<file path="config.mk">
export PLATFORM = sky130hd
export DESIGN_NAME = md_unit
export DESIGN_NICKNAME = d
export VERILOG_FILES = /design/src/rtl/md_unit.sv
export SDC_FILE = /design/constraint.sdc
export NUM_CORES = 1
export LEC_CHECK = 0
export CAP_MARGIN = 0
export CORE_AREA = 5 5 210 172
export CTS_CLUSTER_SIZE = 12
export DETAILED_ROUTE_END_ITERATION = 8
export DIE_AREA = 0 0 215 177
export PLACE_DENSITY = 0.77
export SLEW_MARGIN = 20
export SYNTH_ARGS = -nofsm -noshare
export SYNTH_HDL_FRONTEND = slang
export SYNTH_SLANG_ARGS = --single-unit
</file>
<file path="constraint.sdc">
create_clock -name clk -period 3.8 [get_ports clk]
set_input_delay 0.76 -clock clk [delete_from_list [all_inputs] [get_ports clk]]
set_output_delay 0.76 -clock clk [all_outputs]
set_load 0.05 [all_outputs]
</file>
<file path="src/rtl/md_unit.sv">
// Iterative multiply/divide unit for the EX stage.
// Shift-add multiply, restoring divide, sign fix-up, HI/LO registers.
module md_unit #(
   parameter int WIDTH = 32,
   parameter int CNT_W = 6
) (
   input  logic             clk,
   input  logic             rst_n,
   input  logic             start,
   input  logic [1:0]       op,
   input  logic [WIDTH-1:0] X,
   input  logic [WIDTH-1:0] Y,
   input  logic             cancel,
   input  logic             hi_we,
   input  logic             lo_we,
   input  logic [WIDTH-1:0] wdata,
   output logic             busy,
   output logic             done,
   output logic [WIDTH-1:0] hi,
   output logic [WIDTH-1:0] lo
);

   typedef enum logic [1:0] {IDLE, MUL, DIV, FIX} state_t;

   state_t           state_q;
   logic [WIDTH-1:0] acc_q, mq_q, opd_q;
   logic [WIDTH-1:0] hi_q, lo_q;
   logic [CNT_W-1:0] cnt_q;
   logic             neg_q, negr_q, isdiv_q, nowr_q;
   logic             busy_q, done_q;

   logic               sgn, xneg, yneg, ynz, last, dge;
   logic [WIDTH-1:0]   xabs, yabs, addend, diff;
   logic [WIDTH-1:0]   q_fix, r_fix;
   logic [WIDTH:0]     madd, dsh;
   logic [2*WIDTH-1:0] prod, prod_fix;

   always_comb begin
      sgn      = ~op[0];
      xneg     = sgn & X[WIDTH-1];
      yneg     = sgn & Y[WIDTH-1];
      xabs     = xneg ? -X : X;
      yabs     = yneg ? -Y : Y;
      ynz      = |Y;
      addend   = mq_q[0] ? opd_q : '0;
      madd     = {1'b0, acc_q} + {1'b0, addend};
      // Remainder after shift fits W+1 bits; a successful subtract fits W.
      dsh      = {acc_q, mq_q[WIDTH-1]};
      dge      = dsh >= {1'b0, opd_q};
      diff     = dsh[WIDTH-1:0] - opd_q;
      prod     = {acc_q, mq_q};
      prod_fix = neg_q ? -prod : prod;
      q_fix    = neg_q ? -mq_q : mq_q;
      r_fix    = negr_q ? -acc_q : acc_q;
      last     = cnt_q == CNT_W'(WIDTH - 1);
   end

   always_ff @(posedge clk or negedge rst_n) begin
      if (!rst_n) begin
         state_q <= IDLE;
         acc_q   <= '0;
         mq_q    <= '0;
         opd_q   <= '0;
         hi_q    <= '0;
         lo_q    <= '0;
         cnt_q   <= '0;
         neg_q   <= 1'b0;
         negr_q  <= 1'b0;
         isdiv_q <= 1'b0;
         nowr_q  <= 1'b0;
         busy_q  <= 1'b0;
         done_q  <= 1'b0;
      end else begin
         done_q <= 1'b0;
         if (cancel) begin
            state_q <= IDLE;
            busy_q  <= 1'b0;
         end else begin
            unique case (state_q)
               IDLE: begin
                  if (start) begin
                     acc_q   <= '0;
                     cnt_q   <= '0;
                     opd_q   <= op[1] ? yabs : xabs;
                     mq_q    <= op[1] ? xabs : yabs;
                     neg_q   <= xneg ^ yneg;
                     negr_q  <= xneg;
                     isdiv_q <= op[1];
                     nowr_q  <= op[1] & ~ynz;
                     busy_q  <= 1'b1;
                     if (!op[1])   state_q <= MUL;
                     else if (ynz) state_q <= DIV;
                     else          state_q <= FIX;
                  end else begin
                     if (hi_we) hi_q <= wdata;
                     if (lo_we) lo_q <= wdata;
                  end
               end
               MUL: begin
                  acc_q <= madd[WIDTH:1];
                  mq_q  <= {madd[0], mq_q[WIDTH-1:1]};
                  cnt_q <= cnt_q + 1'b1;
                  if (last) state_q <= FIX;
               end
               DIV: begin
                  acc_q <= dge ? diff : dsh[WIDTH-1:0];
                  mq_q  <= {mq_q[WIDTH-2:0], dge};
                  cnt_q <= cnt_q + 1'b1;
                  if (last) state_q <= FIX;
               end
               FIX: begin
                  if (!nowr_q) begin
                     hi_q <= isdiv_q ? r_fix : prod_fix[2*WIDTH-1:WIDTH];
                     lo_q <= isdiv_q ? q_fix : prod_fix[WIDTH-1:0];
                  end
                  done_q  <= 1'b1;
                  busy_q  <= 1'b0;
                  state_q <= IDLE;
               end
               default: state_q <= IDLE;
            endcase
         end
      end
   end

   assign busy = busy_q;
   assign done = done_q;
   assign hi   = hi_q;
   assign lo   = lo_q;

endmodule

</file>
==> reports/summary.txt, run 1 <==
Hold Path Class: input pin to asynchronous set/reset pin
DP Cell Count: 2616
Total gr overflow: 0
Top-count cell post-synth: nand2_1
Clock Skew: 25.6 ps
Post-CTS Setup Inserts: 0
H-tree depth: 4
Pwr Density: 830 nW/um2
Slowest CP cell: o311ai_1
CP Depth: 12
XOR/XNOR share of the synthesized area: 8.72%
Worst reg-to-reg path cell count: 12
CTS Sinks: 174
Clk Latency, worst-skew pair: 450 ps
Critical R2R Launch: mq_q[0]$_DFFE_PN0P_
Routed length per instance: 23.2 um
Post-synthesis adder-cell area fraction: 5.97%
R2R Setup Slk: 270 ps
Gr usage total: 31.2%
Largest fanout on the critical path: 19
CP max stage delay: 560 ps
Worst EP arrival: 3900 ps
DR pass1 iterations: 8
Initial core utilization: 47.0%
Mapped Area: 16000 um2
Final Max Slew Viols: 0
Area leader, netlist: dfrtp_1
Drt via density: 6.45
Avg Inst Size Synth: 7.76 um2
Crit Path Class: flip-flop to flip-flop
Largest family of logic cells by synthesized area: compound AO/OA/AOI/OAI gates
Post-synth top area share: 27.3%
HPWL after detailed placement: 48500 um
First-pass GRT wire length: 93500 um
Main synth FF type: dfrtp_1
Initial antenna violation count: 0
CTS root buf: clkbuf_16
Crit path required time: 4180 ps
Largest net degree at the start of global routing: 73
Number of flops mapped to enable cells by yosys: 0
Area grow syn2layout: 18.8%
Clock Pin Slew Worst Setup and Hold Paths: 90 ps
Status: complete, no violations
Detail Route Antenna Nets: 0
Vias in the first global route: 15.7k
P_leak: 8.15 nW
Die W: 215 um
Min cycle time layout: 3530 ps
Hold_buf cts: 0
Post-synthesis sequential area ratio: 27.3%
Largest cells by area after synthesis: dfrtp_1 27%, o21ai_0 6.4%, ha_1 5.7%
Final wirelength: 61400 um
# diodes: 0
MaxCap Viol Count: 0
Yosys warning total: 0
RD Place Congestion: 1.01
Chip Height: 177 um
TritonCTS buffer count: 17
Async SR Flop Fraction: 100%
CTS-repair resized insts: 0
Post-synth cell types: 89
Post-route DRC: 0
Worst-Margin Slew: 1030 ps
DR vias: 17.1k
Mapped Cells: 2058
Final #Nets: 2373
TNS Setup: 0 ps
Initial DRC count: 2114
Final setup vio count: 0
Rows: 61
Headroom to the max-slew limit: 31.6%
Clk buf depth: 2
Maximum vdd ir drop: 0.000371 V
Simple-Gate Fraction of Synth Area: 19.6%
Mux share of post-synthesis cell area: 3.26%
Crit end category: flip-flop
Final Hold Viols: 0
R2r endpoint: acc_q[27]$_DFFE_PN0P_
Layout cells sized above 1: 7.97%
Layout Cells excl Fill: 2648
# IOs: 170
Max Freq: 284 MHz
Fin crit share: 92.8%
Port bufs: 169
Commonest cells in the netlist: 232 x nand2_1, 205 x o21ai_0, 174 x dfrtp_1
Number of synthesized register bits: 174
Crit path max-delay family: simple AND/OR/NAND/NOR gates
RSZ-0062 raised after global routing: no
CORE AREA: 34000 um2
Critical Path, Cell by Cell: inv_1, buf_12, nor2_1, ha_1, nand2_1, a21oi_1, a211oi_1, or3_1, and2_1, o311ai_1, a311oi_1, nor3_1
Critical path startpoint category: flip-flop
Synthesized Nets: 2237
WP buf/inv: 2
Synth Area in Compound Gates: 30.1%
TritonCTS clock tree: done
Die area: 38100 um2
==> where the power goes <==
group	internal, W	switching, W	leakage, nW	total, W
sequential	0.00260	0.000789	2.22	0.00339
combinational	0.00366	0.00685	5.64	0.0105
clock	0.000942	0.000919	0.288	0.00186
total	0.00720	0.00855	8.15	0.0158
==> worst reg2reg max path, cell delays in order, from the launching register on <==
cell and delay, ps:
dfrtp_1 380, inv_1 430, buf_12 240, nor2_1 100, ha_1 410, nand2_1 150
a21oi_1 190, a211oi_1 110, or3_1 420, and2_1 190, o311ai_1 560, a311oi_1 90
nor3_1 200
==> worst max path at each step <==
stage | startpoint | end
2_1_floorplan | mq_q[0]$_DFFE_PN0P_ | acc_q[27]$_DFFE_PN0P_
3_3_place_gp | Y[13] | mq_q[26]$_DFFE_PN0P_
3_5_place_dp | Y[13] | mq_q[27]$_DFFE_PN0P_
4_1_cts | mq_q[0]$_DFFE_PN0P_ | acc_q[27]$_DFFE_PN0P_
5_1_grt | mq_q[0]$_DFFE_PN0P_ | acc_q[27]$_DFFE_PN0P_
6_report | mq_q[0]$_DFFE_PN0P_ | acc_q[27]$_DFFE_PN0P_
==> final cells by class <==
type,count,area (um2)
clock inverter,15,171
clock buffer,17,425
multi-input combinational,1675,10800
timing repair buffer,258,2390
fill,3067,15000
sequential,174,4350
tap,441,552
inverter,68,255
==> sequential cells by signal, indices dropped and copies added (netlist names) <==
| name | flops |
|---|---|
| done | 1 |
| opd_q | 32 |
| negr_q | 1 |
| acc_q | 32 |
| lo | 32 |
| mq_q | 32 |
| neg_q | 1 |
| busy | 1 |
| nowr_q | 1 |
| cnt_q | 6 |
| state_q | 2 |
| hi | 32 |
| isdiv_q | 1 |
==> logic make-up (layout without fill, tap and decap cells) <==
kind of cell | Yosys count | after routing
AO/OA/AOI/OAI | 738 | 738
XOR/XNOR | 159 | 159
adder cells (fa/ha/maj) | 75 | 75
buffers and inverters | 209 | 358
flip-flops | 174 | 174
multiplexers | 51 | 51
AND/OR/NAND/NOR | 652 | 652
==> routing by layer <==
layer  wire, um  GRT usage (%)
met1      27100           45.8
met2      25300           45.1
met3       7530           9.34
met4       1510           7.49
met5          0              0
==> stage by stage <==
stage                     hold WS, ps  instance area (um2)  utilization (%)  power (W)  worst slack [ps]
after floorplan                   449                16000                -     0.0100               848
after global placement            460                18400             54.1     0.0135               237
after detailed placement          466                18400             54.1     0.0136               191
after CTS                         280                19000             55.9     0.0155               393
after global routing              298                19000             55.9     0.0166              38.4
final                             255                19000             55.9     0.0158               274
==> placed cells by master (no fill, tap or decap), types with 9 or more instances in the layout <==
| cell type | synthesis | final |
|---|---|---|
| nor2_1 | 172 | 172 |
| clkbuf_16 | 0 | 17 |
| o21ai_0 | 205 | 205 |
| xor2_1 | 70 | 70 |
| nand2b_1 | 23 | 23 |
| inv_1 | 65 | 65 |
| nor2b_1 | 20 | 20 |
| or3_1 | 22 | 21 |
| o221ai_1 | 10 | 10 |
| xnor2_1 | 89 | 89 |
| nor4_1 | 11 | 11 |
| and3_1 | 11 | 11 |
| a22oi_1 | 27 | 27 |
| a21o_1 | 60 | 60 |
| dfrtp_1 | 174 | 174 |
| o41ai_1 | 18 | 18 |
| or4_1 | 15 | 15 |
| ha_1 | 73 | 72 |
| nand4_1 | 18 | 18 |
| a31oi_1 | 30 | 30 |
| a211oi_1 | 44 | 44 |
| and2_1 | 13 | 13 |
| a21oi_1 | 149 | 149 |
| mux2i_1 | 43 | 43 |
| or2_2 | 9 | 9 |
| buf_4 | 3 | 86 |
| clkdlybuf4s50_1 | 0 | 167 |
| o211ai_1 | 24 | 24 |
| nor3_1 | 48 | 47 |
| nand3_1 | 30 | 30 |
| o31ai_1 | 32 | 32 |
| o21a_1 | 10 | 10 |
| nand2_1 | 232 | 230 |
| o21ai_1 | 21 | 21 |
| a221o_1 | 18 | 18 |
Power figures use the tool's default switching activity.
==> run 2: changes to the inputs <==
--- a/config.mk
+++ b/config.mk
@@ -11,6 +11,7 @@
 export DETAILED_ROUTE_END_ITERATION = 8
 export DIE_AREA = 0 0 215 177
 export PLACE_DENSITY = 0.77
+export REMOVE_ABC_BUFFERS = 1
 export SLEW_MARGIN = 20
 export SYNTH_ARGS = -nofsm -noshare
 export SYNTH_HDL_FRONTEND = slang
==> reports/summary.txt, run 2 (same netlist as run 1, synthesis figures left out) <==
Status: complete, no violations
Routed length per instance: 23.3 um (+0.36%)
DR pass1 iterations: 5 (-3)
Commonest non-fill, non-tap cells in the layout: 230 x nand2_1, 205 x o21ai_0, 174 x dfrtp_1, 172 x nor2_1, 167 x clkdlybuf4s50_1
CTS Sinks: 174 (unchanged)
Initial antenna violation count: 0 (unchanged)
Max Freq: 279 MHz (-1.6%)
Area grow syn2layout: 20.4%
Crit end category: flip-flop
DR vias: 17.1k (+0.33%)
Drt via density: 6.40 (-0.86%)
Final #Nets: 2405 (+1.3%)
Detail Route Antenna Nets: 0 (unchanged)
Total gr overflow: 0 (unchanged)
Final Hold Viols: 0 (unchanged)
R2R Setup Slk: 220 ps (-60 ps)
Power after layout: 0.0158 W (about the same)
Final Max Slew Viols: 0 (unchanged)
Hold_buf cts: 0 (unchanged)
Fin crit share: 94.3% (+1.5 points)
Maximum vdd ir drop: 0.000307 V (-17%)
Gr usage total: 31.6% (+0.46 points)
Layout cells sized above 1: 9.29% (+1.3 points)
Largest fanout on the critical path: 6 (-13)
Critical R2R Launch: opd_q[10]$_DFFE_PN0P_
# IOs: 170 (unchanged)
Commonest non-fill, non-tap cell in the layout: nand2_1
RSZ-0062 raised after global routing: no
Post-route DRC: 0 (unchanged)
Hold Path Class: input pin to asynchronous set/reset pin
Die area: 38100 um2 (unchanged)
Hold WS: 370 ps (+115 ps)
Rows: 61 (unchanged)
H-tree depth: 4 (unchanged)
Initial core utilization: 47.0% (unchanged)
Final core occ: 56.6% (+0.75 points)
Worst reg-to-reg path cell count: 12 (unchanged)
Die W: 215 um (unchanged)
Min cycle time layout: 3580 ps (+56.6 ps)
Largest net degree at the start of global routing: 97 (+33%)
Crit path required time: 4160 ps (-20 ps)
Worst-Margin Slew: 1010 ps (-11.4 ps)
P_leak: 8.32 nW (+2.1%)
Critical path startpoint category: flip-flop
RD Place Congestion: 1.03 (+1.2%)
Crit Path Class: flip-flop to flip-flop
Worst EP arrival: 3940 ps (+40 ps)
First-pass GRT wire length: 95100 um (+1.7%)
Post-CTS Setup Inserts: 0 (unchanged)
Final setup vio count: 0 (unchanged)
MaxCap Viol Count: 0 (unchanged)
Initial DRC count: 2136 (+1.0%)
R2r endpoint: acc_q[19]$_DFFE_PN0P_
CTS root buf: clkbuf_16
Port bufs: 169 (unchanged)
CORE AREA: 34000 um2 (unchanged)
# diodes: 0 (unchanged)
Clock Pin Slew Worst Setup and Hold Paths: 80 ps (about the same)
Chip Height: 177 um (unchanged)
Clock Skew: 12.6 ps (-13.0 ps)
CTS-repair resized insts: 0 (unchanged)
Clk buf depth: 2 (unchanged)
TritonCTS clock tree: done
Headroom to the max-slew limit: 32.3% (+0.76 points)
Clk Latency, worst-skew pair: 460 ps (about the same)
Vias in the first global route: 16.2k (+3.2%)
Pwr Density: 819 nW/um2 (-1.3%)
TritonCTS buffer count: 17 (unchanged)
HPWL after detailed placement: 48600 um (+0.11%)
Final wirelength: 62400 um (+1.6%)
-- run 2: where the power goes --
group	switching, W	internal (W)	leakage, nW
Combinational	0.00681	0.00379	5.82
Clock	0.000912	0.000892	0.286
Sequential	0.000759	0.00260	2.22
-- run 2: worst max path at each step --
stage / from / to / slack [ps] / depth (start not counted)
2_1_floorplan: state_q[0]$_DFFE_PN0P_ / acc_q[23]$_DFFE_PN0P_ / -1410 / 6
4_1_cts: opd_q[10]$_DFFE_PN0P_ / acc_q[19]$_DFFE_PN0P_ / 390 / 12
6_report: opd_q[10]$_DFFE_PN0P_ / acc_q[19]$_DFFE_PN0P_ / 220 / 12
5_1_grt: opd_q[10]$_DFFE_PN0P_ / acc_q[19]$_DFFE_PN0P_ / 210 / 12
3_3_place_gp: Y[13] / mq_q[23]$_DFFE_PN0P_ / 270 / 10
3_5_place_dp: Y[13] / mq_q[29]$_DFFE_PN0P_ / 240 / 9
-- run 2: metal layers --
layer,vias to the layer above,routed length (um),GRT usage (%)
met5,-,0,0
met4,0,1740,9.57
met3,117,7890,10.7
met2,997,26200,46.3
met1,8153,26500,44.4
li1,7874,-,-
-- run 2: area by class of cell --
type,instances,area (um2)
multi-input combinational,1675,10800
timing repair buffer,290,2660
clock inverter,14,148
sequential,174,4350
inverter,68,255
fill,3105,14700
tap,441,552
clock buffer,18,439
-- run 2: stage by stage --
stage                     cells  setup TNS, ps  setup WS [ps]  cell area (um2)
after floorplan            1917         -69780          -1410            15400
after global placement     2648              0            267            18600
after detailed placement   2648              0            243            18600
after CTS                  2680              0            388            19200
after global routing       2680              0            211            19200
final                      2680              0            217            19200
-- run 2: critical path, cell delays in order, from the launching register on --
cell and delay [ps]:
dfrtp_1 410, inv_1 100, ha_1 370, and3_1 280, a31oi_1 460, a211oi_1 200, buf_4 190, o2111a_1 300
buf_4 150, o21ai_0 450, o221ai_1 210, buf_4 180, a22o_1 190
==> run 3: changes to the inputs <==
--- a/config.mk
+++ b/config.mk
@@ -6,11 +6,11 @@
 export NUM_CORES = 1
 export LEC_CHECK = 0
 export CAP_MARGIN = 0
-export CORE_AREA = 5 5 210 172
+export CORE_AREA = 5 5 197 161
 export CTS_CLUSTER_SIZE = 12
 export DETAILED_ROUTE_END_ITERATION = 8
-export DIE_AREA = 0 0 215 177
-export PLACE_DENSITY = 0.77
+export DIE_AREA = 0 0 202 166
+export PLACE_DENSITY = 0.85
 export REMOVE_ABC_BUFFERS = 1
 export SLEW_MARGIN = 20
 export SYNTH_ARGS = -nofsm -noshare
==> reports/summary.txt, run 3 (same netlist as run 1, synthesis figures left out) <==
Status: complete, no violations
Commonest non-fill, non-tap cell in the layout: nand2_1
CP Depth: 11 (-1)
Total gr overflow: 0 (unchanged)
TNS Setup: 0 ps (unchanged)
Die W: 202 um (-6.0%)
Worst setup path endpoint: acc_q[30]$_DFFE_PN0P_
Critical Path, Cell by Cell: inv_1, fa_1, nor2b_1, o21bai_1, a31o_2, a31o_2, o221ai_1, a21boi_0, o311ai_0, buf_4, o211ai_1
Headroom to the max-slew limit: 31.3% (-1.0 points)
CP Launch Point: acc_q[0]$_DFFE_PN0P_
Routed length per instance: 23.7 um (+2.0%)
H-tree depth: 4 (unchanged)
CTS-repair resized insts: 0 (unchanged)
Cell mode on critical path: a31o_2
# IOs: 170 (unchanged)
Min cycle time layout: 3560 ps (-27.3 ps)
Filler Cell Count: 2563 (-17%)
Fin crit share: 93.6% (-0.72 points)
CORE AREA: 29700 um2 (-12%)
Critical path startpoint category: flip-flop
HPWL after detailed placement: 49100 um (+1.0%)
Final Max Slew Viols: 0 (unchanged)
TritonCTS buffer count: 17 (unchanged)
Initial DRC count: 1970 (-7.8%)
Final wirelength: 62600 um (+0.30%)
Final core occ: 64.8% (+8.1 points)
CP max stage delay: 550 ps (+90 ps)
Crit path max-delay family: compound AO/OA/AOI/OAI gates
Largest net degree at the start of global routing: 97 (unchanged)
Max Freq: 281 MHz (+0.77%)
Area grow syn2layout: 20.6%
Dpl ws: 176 ps (-68.0 ps)
Crit end category: flip-flop
MaxCap Viol Count: 0 (unchanged)
P_leak: 8.38 nW (+0.70%)
RD Place Congestion: 0.990 (-3.5%)
Crit path required time: 4140 ps (-20 ps)
Initial antenna violation count: 1 (+1)
R2R Setup Slk: 240 ps (+30 ps)
DR vias: 17.4k (+1.2%)
Layout cells sized above 1: 9.81% (+0.52 points)
Clock Skew: 18.2 ps (+5.62 ps)
R2r endpoint: acc_q[30]$_DFFE_PN0P_
DR pass1 iterations: 6 (+1)
Rows: 57 (-6.6%)
CTS root buf: clkbuf_16
RSZ-0062 raised after global routing: no
Slowest CP cell: dfrtp_1
Final #Nets: 2418 (+0.54%)
Largest fanout on the critical path: 9 (+3)
Worst reg-to-reg path cell count: 11 (-1)
Worst-Margin Slew: 1030 ps (+15.6 ps)
Clk Latency, worst-skew pair: 460 ps (about the same)
Hold Path Class: input pin to asynchronous set/reset pin
Post-route DRC: 0 (unchanged)
Clock Pin Slew Worst Setup and Hold Paths: 80 ps (about the same)
Port bufs: 169 (unchanged)
Post-CTS Setup Inserts: 0 (unchanged)
CTS Sinks: 174 (unchanged)
Vias in the first global route: 16.3k (+0.75%)
WP buf/inv: 2 (-2)
Drt via density: 6.58 (+2.9%)
First-pass GRT wire length: 95200 um (about the same)
Die area: 33500 um2 (-12%)
Crit Path Class: flip-flop to flip-flop
Final setup vio count: 0 (unchanged)
Pwr Density: 825 nW/um2 (+0.65%)
Maximum vdd ir drop: 0.000464 V (+51%)
Gr usage total: 35.8% (+4.2 points)
Detail Route Antenna Nets: 0 (unchanged)
Final Hold Viols: 0 (unchanged)
Hold_buf cts: 0 (unchanged)
Worst EP arrival: 3900 ps (-40 ps)
Clk buf depth: 2 (unchanged)
TritonCTS clock tree: done
Critical R2R Launch: acc_q[0]$_DFFE_PN0P_
Chip Height: 166 um (-6.2%)
Initial core utilization: 53.7% (+6.7 points)
Setup WS post-layout: 244 ps (+27.3 ps)
Commonest non-fill, non-tap cells in the layout: 230 x nand2_1, 205 x o21ai_0, 174 x dfrtp_1, 172 x nor2_1, 167 x clkdlybuf4s50_1
Hold WS: 354 ps (-16.6 ps)
[run 3: cell types whose count changed in the layout (fill, tap and decap cells not counted)]
cell	change
buf_12	-3
buf_4	+16
bufinv_16	+1
clkbuf_8	-1
clkinv_4	-3
clkinv_8	+3
diode_2	+1
inv_6	+2
inv_8	-2
[run 3: worst min-delay path by stage]
| stage | from | endpoint | depth (start not counted) |
|---|---|---|---|
| after floorplan | nowr_q$_DFFE_PN0P_ | nowr_q$_DFFE_PN0P_ | 2 |
| after global placement | hi[25]$_DFFE_PN0P_ | hi[25]$_DFFE_PN0P_ | 1 |
| after detailed placement | hi[21]$_DFFE_PN0P_ | hi[21]$_DFFE_PN0P_ | 1 |
| after CTS | rst_n | hi[24]$_DFFE_PN0P_ | 1 |
| after global routing | rst_n | hi[22]$_DFFE_PN0P_ | 1 |
| final | rst_n | hi[23]$_DFFE_PN0P_ | 1 |
[run 3: where the power goes]
| part | internal (W) | leakage (nW) | switching [W] |
|---|---|---|---|
| registers | 0.00260 | 2.22 | 0.000691 |
| clock network | 0.000950 | 0.298 | 0.000934 |
| logic | 0.00379 | 5.86 | 0.00691 |
| total | 0.00734 | 8.38 | 0.00854 |
[run 3: through the flow]
stage          total power (W)  std cells  cell area [um2]
2_1_floorplan          0.00984       1917            15400
3_3_place_gp            0.0135       2603            18600
3_5_place_dp            0.0137       2603            18600
4_1_cts                 0.0156       2635            19300
5_1_grt                 0.0167       2635            19300
6_report                0.0159       2636            19300
[run 3: layer usage]
metal | vias up | track usage [%] | share of wire (%)
met3 | 168 | 11.4 | 12
met4 | 0 | 13.2 | 4.0
met2 | 1021 | 50.9 | 41
met5 | - | 0 | 0
met1 | 8257 | 50.9 | 43
li1 | 7908 | - | -
[run 3: layout make-up]
class | instances | area (um2) | area share, %
clock buffers | 17 | 425 | 2.21
clock inverters | 15 | 195 | 1.01
diodes | 1 | 2.50 | 0.0130
flip-flops and latches | 174 | 4350 | 22.6
repair buffers | 303 | 2720 | 14.1
multi-input cells | 1675 | 10800 | 56.2
inverters | 68 | 255 | 1.33
well taps | 383 | 479 | 2.49
